$ cat config.mk
export PLATFORM = sky130hd
export DESIGN_NAME = load_store_unit
export DESIGN_NICKNAME = d
export VERILOG_FILES = /design/src/rtl/load_store_unit_pkg.sv /design/src/rtl/load_store_unit_load.sv /design/src/rtl/load_store_unit.sv
export SDC_FILE = /design/constraint.sdc
export NUM_CORES = 1
export LEC_CHECK = 0
export ABC_CLOCK_PERIOD_IN_PS = 1800
export BUFFER_PORTS_ARGS = -buffer_cell sky130_fd_sc_hd__clkbuf_2
export CORE_MARGIN = 2
export CORE_UTILIZATION = 46
export CTS_CLUSTER_SIZE = 16
export DETAILED_ROUTE_END_ITERATION = 8
export HOLD_SLACK_MARGIN = 0.08
export PLACE_DENSITY = 0.77
export SLEW_MARGIN = 25
export SYNTH_ARGS = -nofsm -noshare
export SYNTH_HDL_FRONTEND = slang
export SYNTH_SLANG_ARGS = --single-unit
$ cat constraint.sdc
create_clock -name clk -period 1.8 [get_ports clk]
set_input_delay 0.36 -clock clk [delete_from_list [all_inputs] [get_ports clk]]
set_output_delay 0.36 -clock clk [all_outputs]
set_load 0.005 [all_outputs]
$ cat src/rtl/load_store_unit_pkg.sv
// Shared types and encodings for the rv32i_sc load/store unit.
// Holds funct3 access encodings, FSM states and store-lane helpers.
package load_store_unit_pkg;

    localparam int INSTR_WIDTH = 32;

    localparam logic [2:0] LS_B  = 3'b000;
    localparam logic [2:0] LS_H  = 3'b001;
    localparam logic [2:0] LS_W  = 3'b010;
    localparam logic [2:0] LS_BU = 3'b100;
    localparam logic [2:0] LS_HU = 3'b101;

    typedef enum logic [1:0] {
        ST_IDLE = 2'd0,
        ST_REQ  = 2'd1,
        ST_RESP = 2'd2,
        ST_DONE = 2'd3
    } lsu_state_e;

    // Loads may use all five encodings; stores only B/H/W.
    function automatic logic f3_legal(input logic [2:0] f3,
                                      input logic       is_store);
        logic ok;
        case (f3)
            LS_B, LS_H, LS_W: ok = 1'b1;
            LS_BU, LS_HU:     ok = !is_store;
            default:          ok = 1'b0;
        endcase
        return ok;
    endfunction

    // Byte offset actually used inside the word: halfwords drop
    // a[0], words drop a[1:0] (misaligned accesses fold to aligned).
    function automatic logic [1:0] lane_off(input logic [2:0] f3,
                                            input logic [1:0] a);
        logic [1:0] off;
        case (f3)
            LS_H, LS_HU: off = {a[1], 1'b0};
            LS_W:        off = 2'b00;
            default:     off = a;
        endcase
        return off;
    endfunction

    function automatic logic misaligned(input logic [2:0] f3,
                                        input logic [1:0] a);
        logic bad;
        case (f3)
            LS_H, LS_HU: bad = a[0];
            LS_W:        bad = |a;
            default:     bad = 1'b0;
        endcase
        return bad;
    endfunction

    function automatic logic [3:0] store_strb(input logic [2:0] f3,
                                              input logic [1:0] off);
        logic [3:0] s;
        case (f3)
            LS_B:    s = 4'b0001 << off;
            LS_H:    s = 4'b0011 << off;
            default: s = 4'b1111;
        endcase
        return s;
    endfunction

    function automatic logic [31:0] store_data(input logic [2:0]  f3,
                                               input logic [31:0] d);
        logic [31:0] w;
        case (f3)
            LS_B:    w = {4{d[7:0]}};
            LS_H:    w = {2{d[15:0]}};
            default: w = d;
        endcase
        return w;
    endfunction

endpackage

$ cat src/rtl/load_store_unit_load.sv
// Combinational load lane select and sign/zero extension.
// Module lsu_load_align; shared with the verification model.
module lsu_load_align
    import load_store_unit_pkg::*;
(
    input  logic [31:0] i_rdata,
    input  logic [1:0]  i_off,
    input  logic [2:0]  i_funct3,
    output logic [31:0] o_data
);

    logic [31:0] w_shift;

    assign w_shift = i_rdata >> {i_off, 3'b000};

    // Pick the addressed lane and extend it to 32 bits.
    always_comb begin
        o_data = w_shift;
        case (i_funct3)
            LS_B:    o_data = {{24{w_shift[7]}}, w_shift[7:0]};
            LS_H:    o_data = {{16{w_shift[15]}}, w_shift[15:0]};
            LS_BU:   o_data = {24'd0, w_shift[7:0]};
            LS_HU:   o_data = {16'd0, w_shift[15:0]};
            default: o_data = w_shift;
        endcase
    end

endmodule

$ cat src/rtl/load_store_unit.sv
// Memory stage of rv32i_sc: one load/store per accept on dmem.
// Define LSU_MISALIGN_TRAP_EN to fault misaligned H/W accesses.
module load_store_unit
    import load_store_unit_pkg::*;
#(
    parameter int BUS_TIMEOUT = 255
)(
    input  logic        clk,
    input  logic        rst_n,
    input  logic        ex_valid,
    input  logic        ex_mem_read,
    input  logic        ex_mem_write,
    input  logic [2:0]  ex_funct3,
    input  logic [31:0] ex_addr,
    input  logic [31:0] ex_wdata,
    output logic        lsu_stall,
    output logic        lsu_done,
    output logic        lsu_err,
    output logic [31:0] lsu_rdata,
    output logic        dmem_req,
    input  logic        dmem_ready,
    output logic        dmem_we,
    output logic [31:0] dmem_addr,
    output logic [3:0]  dmem_wstrb,
    output logic [31:0] dmem_wdata,
    input  logic        dmem_rvalid,
    input  logic [31:0] dmem_rdata
);

    localparam logic [7:0] TO_LAST = 8'(BUS_TIMEOUT - 1);

    lsu_state_e  r_state;
    logic [7:0]  r_cnt;
    logic [2:0]  r_f3;
    logic [1:0]  r_off;
    logic        r_req;
    logic        r_we;
    logic [31:0] r_addr;
    logic [3:0]  r_wstrb;
    logic [31:0] r_wdata;
    logic        r_done;
    logic        r_err;
    logic [31:0] r_rdata;

    logic        w_start;
    logic        w_accept;
    logic        w_store;
    logic        w_bad;
    logic        w_mis;
    logic [1:0]  w_off;
    logic        w_timeout;
    logic [31:0] w_load;

    assign w_start  = ex_valid & (ex_mem_read | ex_mem_write);
    assign w_accept = ex_valid & (ex_mem_read ^ ex_mem_write);
    assign w_store  = ex_mem_write;
    assign w_off    = lane_off(ex_funct3, ex_addr[1:0]);

`ifdef LSU_MISALIGN_TRAP_EN
    assign w_mis = misaligned(ex_funct3, ex_addr[1:0]);
`else
    assign w_mis = 1'b0;
`endif

    assign w_bad = (ex_mem_read & ex_mem_write)
                 | !f3_legal(ex_funct3, w_store)
                 | w_mis;

    assign w_timeout = (r_cnt == TO_LAST);

    // Stall covers the accept cycle and every bus cycle.
    assign lsu_stall = (r_state == ST_REQ)
                     | (r_state == ST_RESP)
                     | ((r_state == ST_IDLE) & w_accept);

    assign dmem_req   = r_req;
    assign dmem_we    = r_we;
    assign dmem_addr  = r_addr;
    assign dmem_wstrb = r_wstrb;
    assign dmem_wdata = r_wdata;
    assign lsu_done   = r_done;
    assign lsu_err    = r_err;
    assign lsu_rdata  = r_rdata;

    lsu_load_align u_align (
        .i_rdata  (dmem_rdata),
        .i_off    (r_off),
        .i_funct3 (r_f3),
        .o_data   (w_load)
    );

    // Transaction FSM with registered bus and result outputs.
    always_ff @(posedge clk or negedge rst_n) begin
        if (!rst_n) begin
            r_state <= ST_IDLE;
            r_cnt   <= 8'd0;
            r_f3    <= 3'd0;
            r_off   <= 2'd0;
            r_req   <= 1'b0;
            r_we    <= 1'b0;
            r_addr  <= 32'd0;
            r_wstrb <= 4'd0;
            r_wdata <= 32'd0;
            r_done  <= 1'b0;
            r_err   <= 1'b0;
            r_rdata <= 32'd0;
        end else begin
            r_done <= 1'b0;
            r_err  <= 1'b0;
            case (r_state)
                ST_IDLE: begin
                    if (w_start) begin
                        if (w_bad) begin
                            r_state <= ST_DONE;
                            r_done  <= 1'b1;
                            r_err   <= 1'b1;
                            r_rdata <= 32'd0;
                        end else begin
                            r_state <= ST_REQ;
                            r_cnt   <= 8'd0;
                            r_req   <= 1'b1;
                            r_we    <= w_store;
                            r_f3    <= ex_funct3;
                            r_off   <= w_off;
                            r_addr  <= {ex_addr[31:2], 2'b00};
                            r_wstrb <= w_store
                                     ? store_strb(ex_funct3, w_off)
                                     : 4'd0;
                            r_wdata <= w_store
                                     ? store_data(ex_funct3, ex_wdata)
                                     : 32'd0;
                        end
                    end
                end
                ST_REQ: begin
                    if (dmem_ready) begin
                        r_req   <= 1'b0;
                        r_we    <= 1'b0;
                        r_wstrb <= 4'd0;
                        r_cnt   <= r_cnt + 8'd1;
                        if (r_we) begin
                            r_state <= ST_DONE;
                            r_done  <= 1'b1;
                            r_rdata <= 32'd0;
                        end else begin
                            r_state <= ST_RESP;
                        end
                    end else if (w_timeout) begin
                        r_req   <= 1'b0;
                        r_we    <= 1'b0;
                        r_wstrb <= 4'd0;
                        r_state <= ST_DONE;
                        r_done  <= 1'b1;
                        r_err   <= 1'b1;
                        r_rdata <= 32'd0;
                    end else begin
                        r_cnt <= r_cnt + 8'd1;
                    end
                end
                ST_RESP: begin
                    if (dmem_rvalid) begin
                        r_state <= ST_DONE;
                        r_done  <= 1'b1;
                        r_rdata <= w_load;
                    end else if (w_timeout) begin
                        r_state <= ST_DONE;
                        r_done  <= 1'b1;
                        r_err   <= 1'b1;
                        r_rdata <= 32'd0;
                    end else begin
                        r_cnt <= r_cnt + 8'd1;
                    end
                end
                default: begin
                    r_state <= ST_IDLE;
                end
            endcase
        end
    end

endmodule

==> summary.txt, run 1 <==
Outcome
  • Outcome: finished, violations left
  • Failing checks: setup timing

Yosys
  • Netlist cell types: 63
  • Post-synth top area share: 0.4750
  • Synth top area cells: dfrtp_1 48%, mux2_2 8.6%, mux2i_1 4.5%, o2bb2ai_1 4.3%, o31ai_1 3.9%
  • Netlist Area Pre-Place: 6163 sq um
  • Primary FF master, synth: dfrtp_1
  • YS warnings: 0
  • Syn avg cell area: 10.48 sq um
  • Top cell type by total area after synthesis: dfrtp_1
  • Post-synth ARST share: 1.000
  • Mapped Cells: 588
  • Synth Register Bits: 117
  • EDFF count, synth: 0
  • Sequential area share after synthesis: 0.4750

Global routing
  • GR Overflow Total: 0
  • Total GRT Usage: 0.2729
  • Vias in the first global route: 6006
  • Pin count of the biggest net entering global routing: 34
  • First-pass GRT wire length: 30840 microns
  • Initial antenna violation count: 0

Routing
  • Total Routed Length: 20490 microns
  • 1st-iter DRT viols: 595
  • # DRC: 0
  • DR vias/cell: 5.781
  • Drt pass-1 iters: 5
  • Wire per inst: 19.47 microns
  • Final ANT Viol Nets: 0
  • Total number of vias: 6082

Critical path
  • Arr. time, crit path: 2.24 ns
  • Crit Path Max Fanout: 8
  • WP data required: 2.13 ns
  • Setup Crit Path Kind: reg2reg
  • Worst Setup Start Kind: flip-flop
  • Reg2Reg Depth: 8
  • Worst flop-to-flop path endpoint: lsu_rdata[5]
  • RR Startpoint: r_state[1]
  • R2R Setup Slk: -0.12 ns
  • Worst Setup End Kind: flip-flop

Flow run
  • Max_cap viols: 0

Final layout
  • Nets: 978
  • Layout area overhead: 52.23%
  • Most common cell after layout, fill and taps aside: clkbuf_2
  • Final Cell Area: 9383 sq um
  • ANT cells: 0
  • Most frequent cells in the layout: 206 x clkbuf_2, 117 x dfrtp_1, 62 x nand2_1
  • Share of cells above drive strength 1: 0.5126

Hold path
  • Worst Hold Launch: ex_addr[17]
  • Worst Hold Path EP: dmem_addr[17]
  • HP Class: in2reg
  • Hold Path Stages: 2

Timing
  • Final WS setup: -0.1157 ns
  • Setup TNS: -4.090 ns
  • Hold_ws: 0.1752 ns
  • Final Critical Period: 1.916 ns
  • RSZ-0062 raised after global routing: true
  • Final Hold Viols: 0
  • Slew HR: 0.6041
  • Final Max Tran Viols: 0
  • Final period utilization: 1.064
  • Clk_skew: 0.009354 ns
  • Max frequency: 0.5220 GHz
  • Final setup violation count: 74
  • Measured slew at the worst slew-check pin: 0.5876 ns

Power
  • Power per cell area: 1718 nW/um^2
  • VDD IR max: 0.0007664 V
  • Leakage: 4.561 nW
  • Total power: 16.12 mW

Floorplanning
  • Die W: 119.8 microns
  • Die ar.: 14340 sq um
  • Core Footprint: 13140 sq um
  • Starting Density: 0.4691
  • Die Ht: 119.8 microns
  • Ports: 211
  • Row cnt: 42

Clock tree
  • CTS tree: done
  • Clock Path Buffers: 2
  • CTS buffer count: 17
  • Root buf cell: clkbuf_16
  • Clock slew at reported path FFs: 0.06 ns
  • Clock Latency Late Sink: 0.41 ns
  • Sink Count: 117
  • H-tree levels: 4

Placed design
  • DP Area: 7995 sq um
  • Post-DP HPWL: 13780 microns
  • Placer congestion estimate: 0.9153
  • Port Buffers: 208
-- synthesized netlist by cell type, types with 3 or more instances --
cell / n
buf_2: 25
a22o_1: 5
o211ai_1: 4
nor2_1: 23
nand2_1: 63
mux2_2: 47
a31oi_1: 6
nand3_1: 11
a21boi_0: 8
mux2i_1: 28
o32ai_2: 5
clkbuf_1: 16
dfrtp_1: 117
ha_1: 9
a211oi_1: 3
a21oi_1: 17
o21ai_1: 5
o21a_1: 3
o32ai_1: 4
o31ai_1: 32
inv_1: 23
nor2b_1: 7
o21ai_0: 45
o2bb2ai_1: 30
-- logic make-up after synthesis --
group,after synthesis,share of synthesized area
and+or+nand+nor,125,0.09379
muxes,76,0.1350
DFF,117,0.4750
buffers and inverters,69,0.04953
other,1,0.0006084
adders and majority gates,9,0.01827
AOI/OAI and AO/OA,191,0.2278
-- timing repair --
action | 4_1_cts | 5_1_grt
cloned | 4 | 3
setup buffers | 10 | 5
resized for setup | 47 | 62
pin swaps | 12 | 9
hold buffers | 1 | 0
hold endpoints to repair | 28 | 0
endpoints found under the setup margin | 103 | 109
-- per-layer routing --
| metal | GRT usage | part of all wire | up-vias |
|---|---|---|---|
| li1 | - | - | 2718 |
| met1 | 0.3409 | 0.39 | 2955 |
| met2 | 0.4518 | 0.51 | 331 |
| met3 | 0.04990 | 0.058 | 78 |
| met4 | 0.1434 | 0.049 | 0 |
| met5 | 0 | 0 | - |
-- where the power goes --
part	switching [mW]	total [mW]	internal [mW]
sequential	0.816	4.59	3.78
combinational	4.05	8.07	4.02
clock	1.18	3.47	2.28
-- how the worst max path moves through the flow --
stage	cells past startpoint	slack [ns]	end	from
6_report	8	-0.12	lsu_rdata[5]	r_state[1]
5_1_grt	7	-0.17	dmem_addr[28]	r_state[0]
4_1_cts	7	-0.1	lsu_stall	r_state[0]
3_5_place_dp	9	-0.20	r_cnt[3]	r_state[0]
3_3_place_gp	7	-0.13	r_cnt[6]	r_state[1]
2_1_floorplan	10	-0.20	dmem_wstrb[0]	ex_mem_write
-- per-stage QoR --
stage	std cells	utilization	setup slack, ns
6_report	1052	0.7142	-0.1157
5_1_grt	1052	0.7142	-0.1703
4_1_cts	1045	0.6847	-0.09568
3_5_place_dp	998	0.6086	-0.1981
3_3_place_gp	998	0.6086	-0.1263
2_1_floorplan	589	-	-0.2030
-- state kept, by name, indices dropped and copies added (netlist names) --
signal,cells
dmem_wdata,32
lsu_rdata,32
dmem_addr,30
r_cnt,8
dmem_wstrb,4
r_f3,3
r_off,2
r_state,2
dmem_req,1
dmem_we,1
lsu_done,1
lsu_err,1
-- area by class of cell --
type	instances	area, sq um
clock buffers	24	481.7
clock inverters	8	122.6
fillers	892	3755
inverters	23	88.84
multi-input cells	404	3537
flip-flops and latches	117	2928
well taps	176	220.2
repair buffers	300	2004
-- worst max-delay path: stages (launching register included) --
cell and delay, ns:
dfrtp_1 0.38, inv_2 0.08, ha_2 0.20, and3b_2 0.22
a2111oi_4 0.30, buf_6 0.22, nand2_8 0.10, buf_12 0.16
o2bb2ai_1 0.17
No activity file was read; power rests on OpenSTA's default activity.
==> run 2, diff against run 1 <==
--- a/config.mk
+++ b/config.mk
@@ -11,8 +11,8 @@
 export CORE_UTILIZATION = 46
 export CTS_CLUSTER_SIZE = 16
 export DETAILED_ROUTE_END_ITERATION = 8
-export HOLD_SLACK_MARGIN = 0.08
 export PLACE_DENSITY = 0.77
+export REMOVE_ABC_BUFFERS = 1
 export SLEW_MARGIN = 25
 export SYNTH_ARGS = -nofsm -noshare
 export SYNTH_HDL_FRONTEND = slang
==> summary.txt, run 2 (same netlist as run 1, synthesis figures left out) <==
Floorplanning
  • Die W: 119.8 microns (unchanged)
  • Row cnt: 42 (unchanged)
  • Die ar.: 14340 sq um (unchanged)
  • Starting Density: 0.4691 (unchanged)
  • Ports: 211 (unchanged)
  • Core Footprint: 13140 sq um (unchanged)
  • Die Ht: 119.8 microns (unchanged)

Placed design
  • Post-DP HPWL: 13670 microns (-0.81%)
  • Placer congestion estimate: 0.9223 (+0.76%)
  • Port Buffers: 208 (unchanged)
  • DP Area: 7737 sq um (-3.2%)

Routing
  • # DRC: 0 (unchanged)
  • Total Routed Length: 22410 microns (+9.4%)
  • 1st-iter DRT viols: 449 (-25%)
  • DR vias/cell: 5.844 (+1.1%)
  • Total number of vias: 6142 (+0.99%)
  • Wire per inst: 21.32 microns (+9.5%)
  • Drt pass-1 iters: 5 (unchanged)
  • Final ANT Viol Nets: 0 (unchanged)

Timing
  • Setup TNS: -0.9040 ns (+3.186 ns)
  • Final Critical Period: 1.870 ns (-0.04610 ns)
  • Slew HR: 0.6100 (+0.005877)
  • Measured slew at the worst slew-check pin: 0.5789 ns (-0.008724 ns)
  • Max frequency: 0.5349 GHz (+2.5%)
  • Final setup violation count: 45 (-39%)
  • Hold_ws: 0.1589 ns (-0.01627 ns)
  • RSZ-0062 raised after global routing: true
  • Final period utilization: 1.039 (-0.02561)
  • Final Max Tran Viols: 0 (unchanged)
  • Clk_skew: 0.007128 ns (-0.002225 ns)
  • Final WS setup: -0.06964 ns (+0.04610 ns)
  • Final Hold Viols: 0 (unchanged)

Clock tree
  • Sink Count: 117 (unchanged)
  • Clock Path Buffers: 2 (unchanged)
  • H-tree levels: 4 (unchanged)
  • Clock Latency Late Sink: 0.43 ns (+0.02 ns)
  • Root buf cell: clkbuf_16
  • Clock slew at reported path FFs: 0.06 ns (about the same)
  • CTS buffer count: 17 (unchanged)
  • CTS tree: done

Critical path
  • CP Launch Point: r_state[1]
  • Reg2Reg Depth: 9 (+1)
  • Arr. time, crit path: 1.51 ns (-0.73 ns)
  • RR Startpoint: r_state[1]
  • Crit Path Max Fanout: 3 (-5)
  • WP data required: 1.44 ns (-0.69 ns)
  • Setup Crit Path Kind: reg2out
  • Worst Setup Start Kind: flip-flop
  • R2R Setup Slk: -0.05 ns (+0.07 ns)
  • Worst flop-to-flop path endpoint: lsu_rdata[21]
  • Worst Setup End Kind: primary output

Power
  • Leakage: 4.680 nW (+2.6%)
  • Power per cell area: 1694 nW/um^2 (-1.4%)
  • VDD IR max: 0.0009239 V (+21%)
  • Total power: 16.50 mW (+2.3%)

Final layout
  • Utilization after layout: 0.7413 (+0.02714)
  • Most common cell after layout, fill and taps aside: clkbuf_2
  • Share of cells above drive strength 1: 0.5703 (+0.05773)
  • Layout area overhead: 58.02%
  • Final Cell Area: 9739 sq um (+3.8%)
  • Nets: 977 (-0.10%)
  • ANT cells: 0 (unchanged)
  • Fillers: 851 (-4.6%)
  • Most frequent cells in the layout: 207 x clkbuf_2, 117 x dfrtp_1, 55 x buf_4

Global routing
  • Initial antenna violation count: 0 (unchanged)
  • Total GRT Usage: 0.2827 (+0.009835)
  • Vias in the first global route: 6111 (+1.7%)
  • First-pass GRT wire length: 31500 microns (+2.1%)
  • GR Overflow Total: 0 (unchanged)
  • Pin count of the biggest net entering global routing: 66 (+94%)

Hold path
  • Hold Path Stages: 2 (unchanged)
  • HP Class: in2reg
  • Worst Hold Launch: ex_addr[26]
  • Worst Hold Path EP: dmem_addr[26]

Outcome
  • Failing checks: setup timing
  • Outcome: finished, violations left

Flow run
  • Max_cap viols: 0 (unchanged)
-- run 2: cell types whose count changed in the layout (fill, tap and decap cells not counted), moves of 7 or more --
cell       before  now
o2bb2ai_4       0    8
nand2_2         1   12
nand2_1        62   38
o31ai_1        20    9
o2bb2ai_1      15    7
o21ai_1        16    7
nand2_4         0   14
o31ai_2         7   17
o21ai_2         2    9
-- run 2: worst max path at each step --
stage / to
6_report: lsu_stall
3_5_place_dp: dmem_addr[8]
5_1_grt: lsu_rdata[21]
4_1_cts: lsu_stall
3_3_place_gp: dmem_addr[2]
2_1_floorplan: dmem_wstrb[0]
-- run 2: repair_timing --
| action | 4_1_cts | 5_1_grt |
|---|---|---|
| cloned | 8 | 7 |
| hold buffers | 1 | 0 |
| endpoints found under the setup margin | 80 | 115 |
| endpoints found under the hold margin | 117 | 0 |
| buffers inserted | 12 | 5 |
| gates resized for setup | 72 | 159 |
| pin swaps | 13 | 31 |
-- run 2: cell type report --
cell class,count,area [sq um],share of cell area
clock buffer,24,481.7,0.04946
timing repair buffer,299,2072,0.2127
sequential,117,2928,0.3006
multi-input combinational,404,3847,0.3950
tap,176,220.2,0.02261
inverter,23,91.34,0.009378
clock inverter,8,98.84,0.01015
-- run 2: through the flow --
stage | worst slack (ns) | cells
2_1_floorplan | -3.362 | 543
3_3_place_gp | -0.2555 | 987
3_5_place_dp | -0.2878 | 987
4_1_cts | -0.09422 | 1040
5_1_grt | -0.1592 | 1051
6_report | -0.06964 | 1051
-- run 2: per-layer routing --
layer	track usage	part of all wire
met1	0.3361	0.39
met4	0.1125	0.030
met3	0.07129	0.072
met5	0	0
met2	0.4904	0.51
-- run 2: worst max-delay path, cell delays in order, from the launching register on --
cell      delay (ns)
dfrtp_1         0.39
inv_2           0.08
ha_4            0.21
buf_6           0.12
inv_6           0.06
buf_6           0.10
nand2_4         0.04
clkbuf_2        0.10
-- run 2: report_power, final --
group          internal, mW  total [mW]  switching [mW]
logic                  4.20        8.37            4.17
registers              3.78        4.75           0.972
clock network          2.14        3.38            1.24
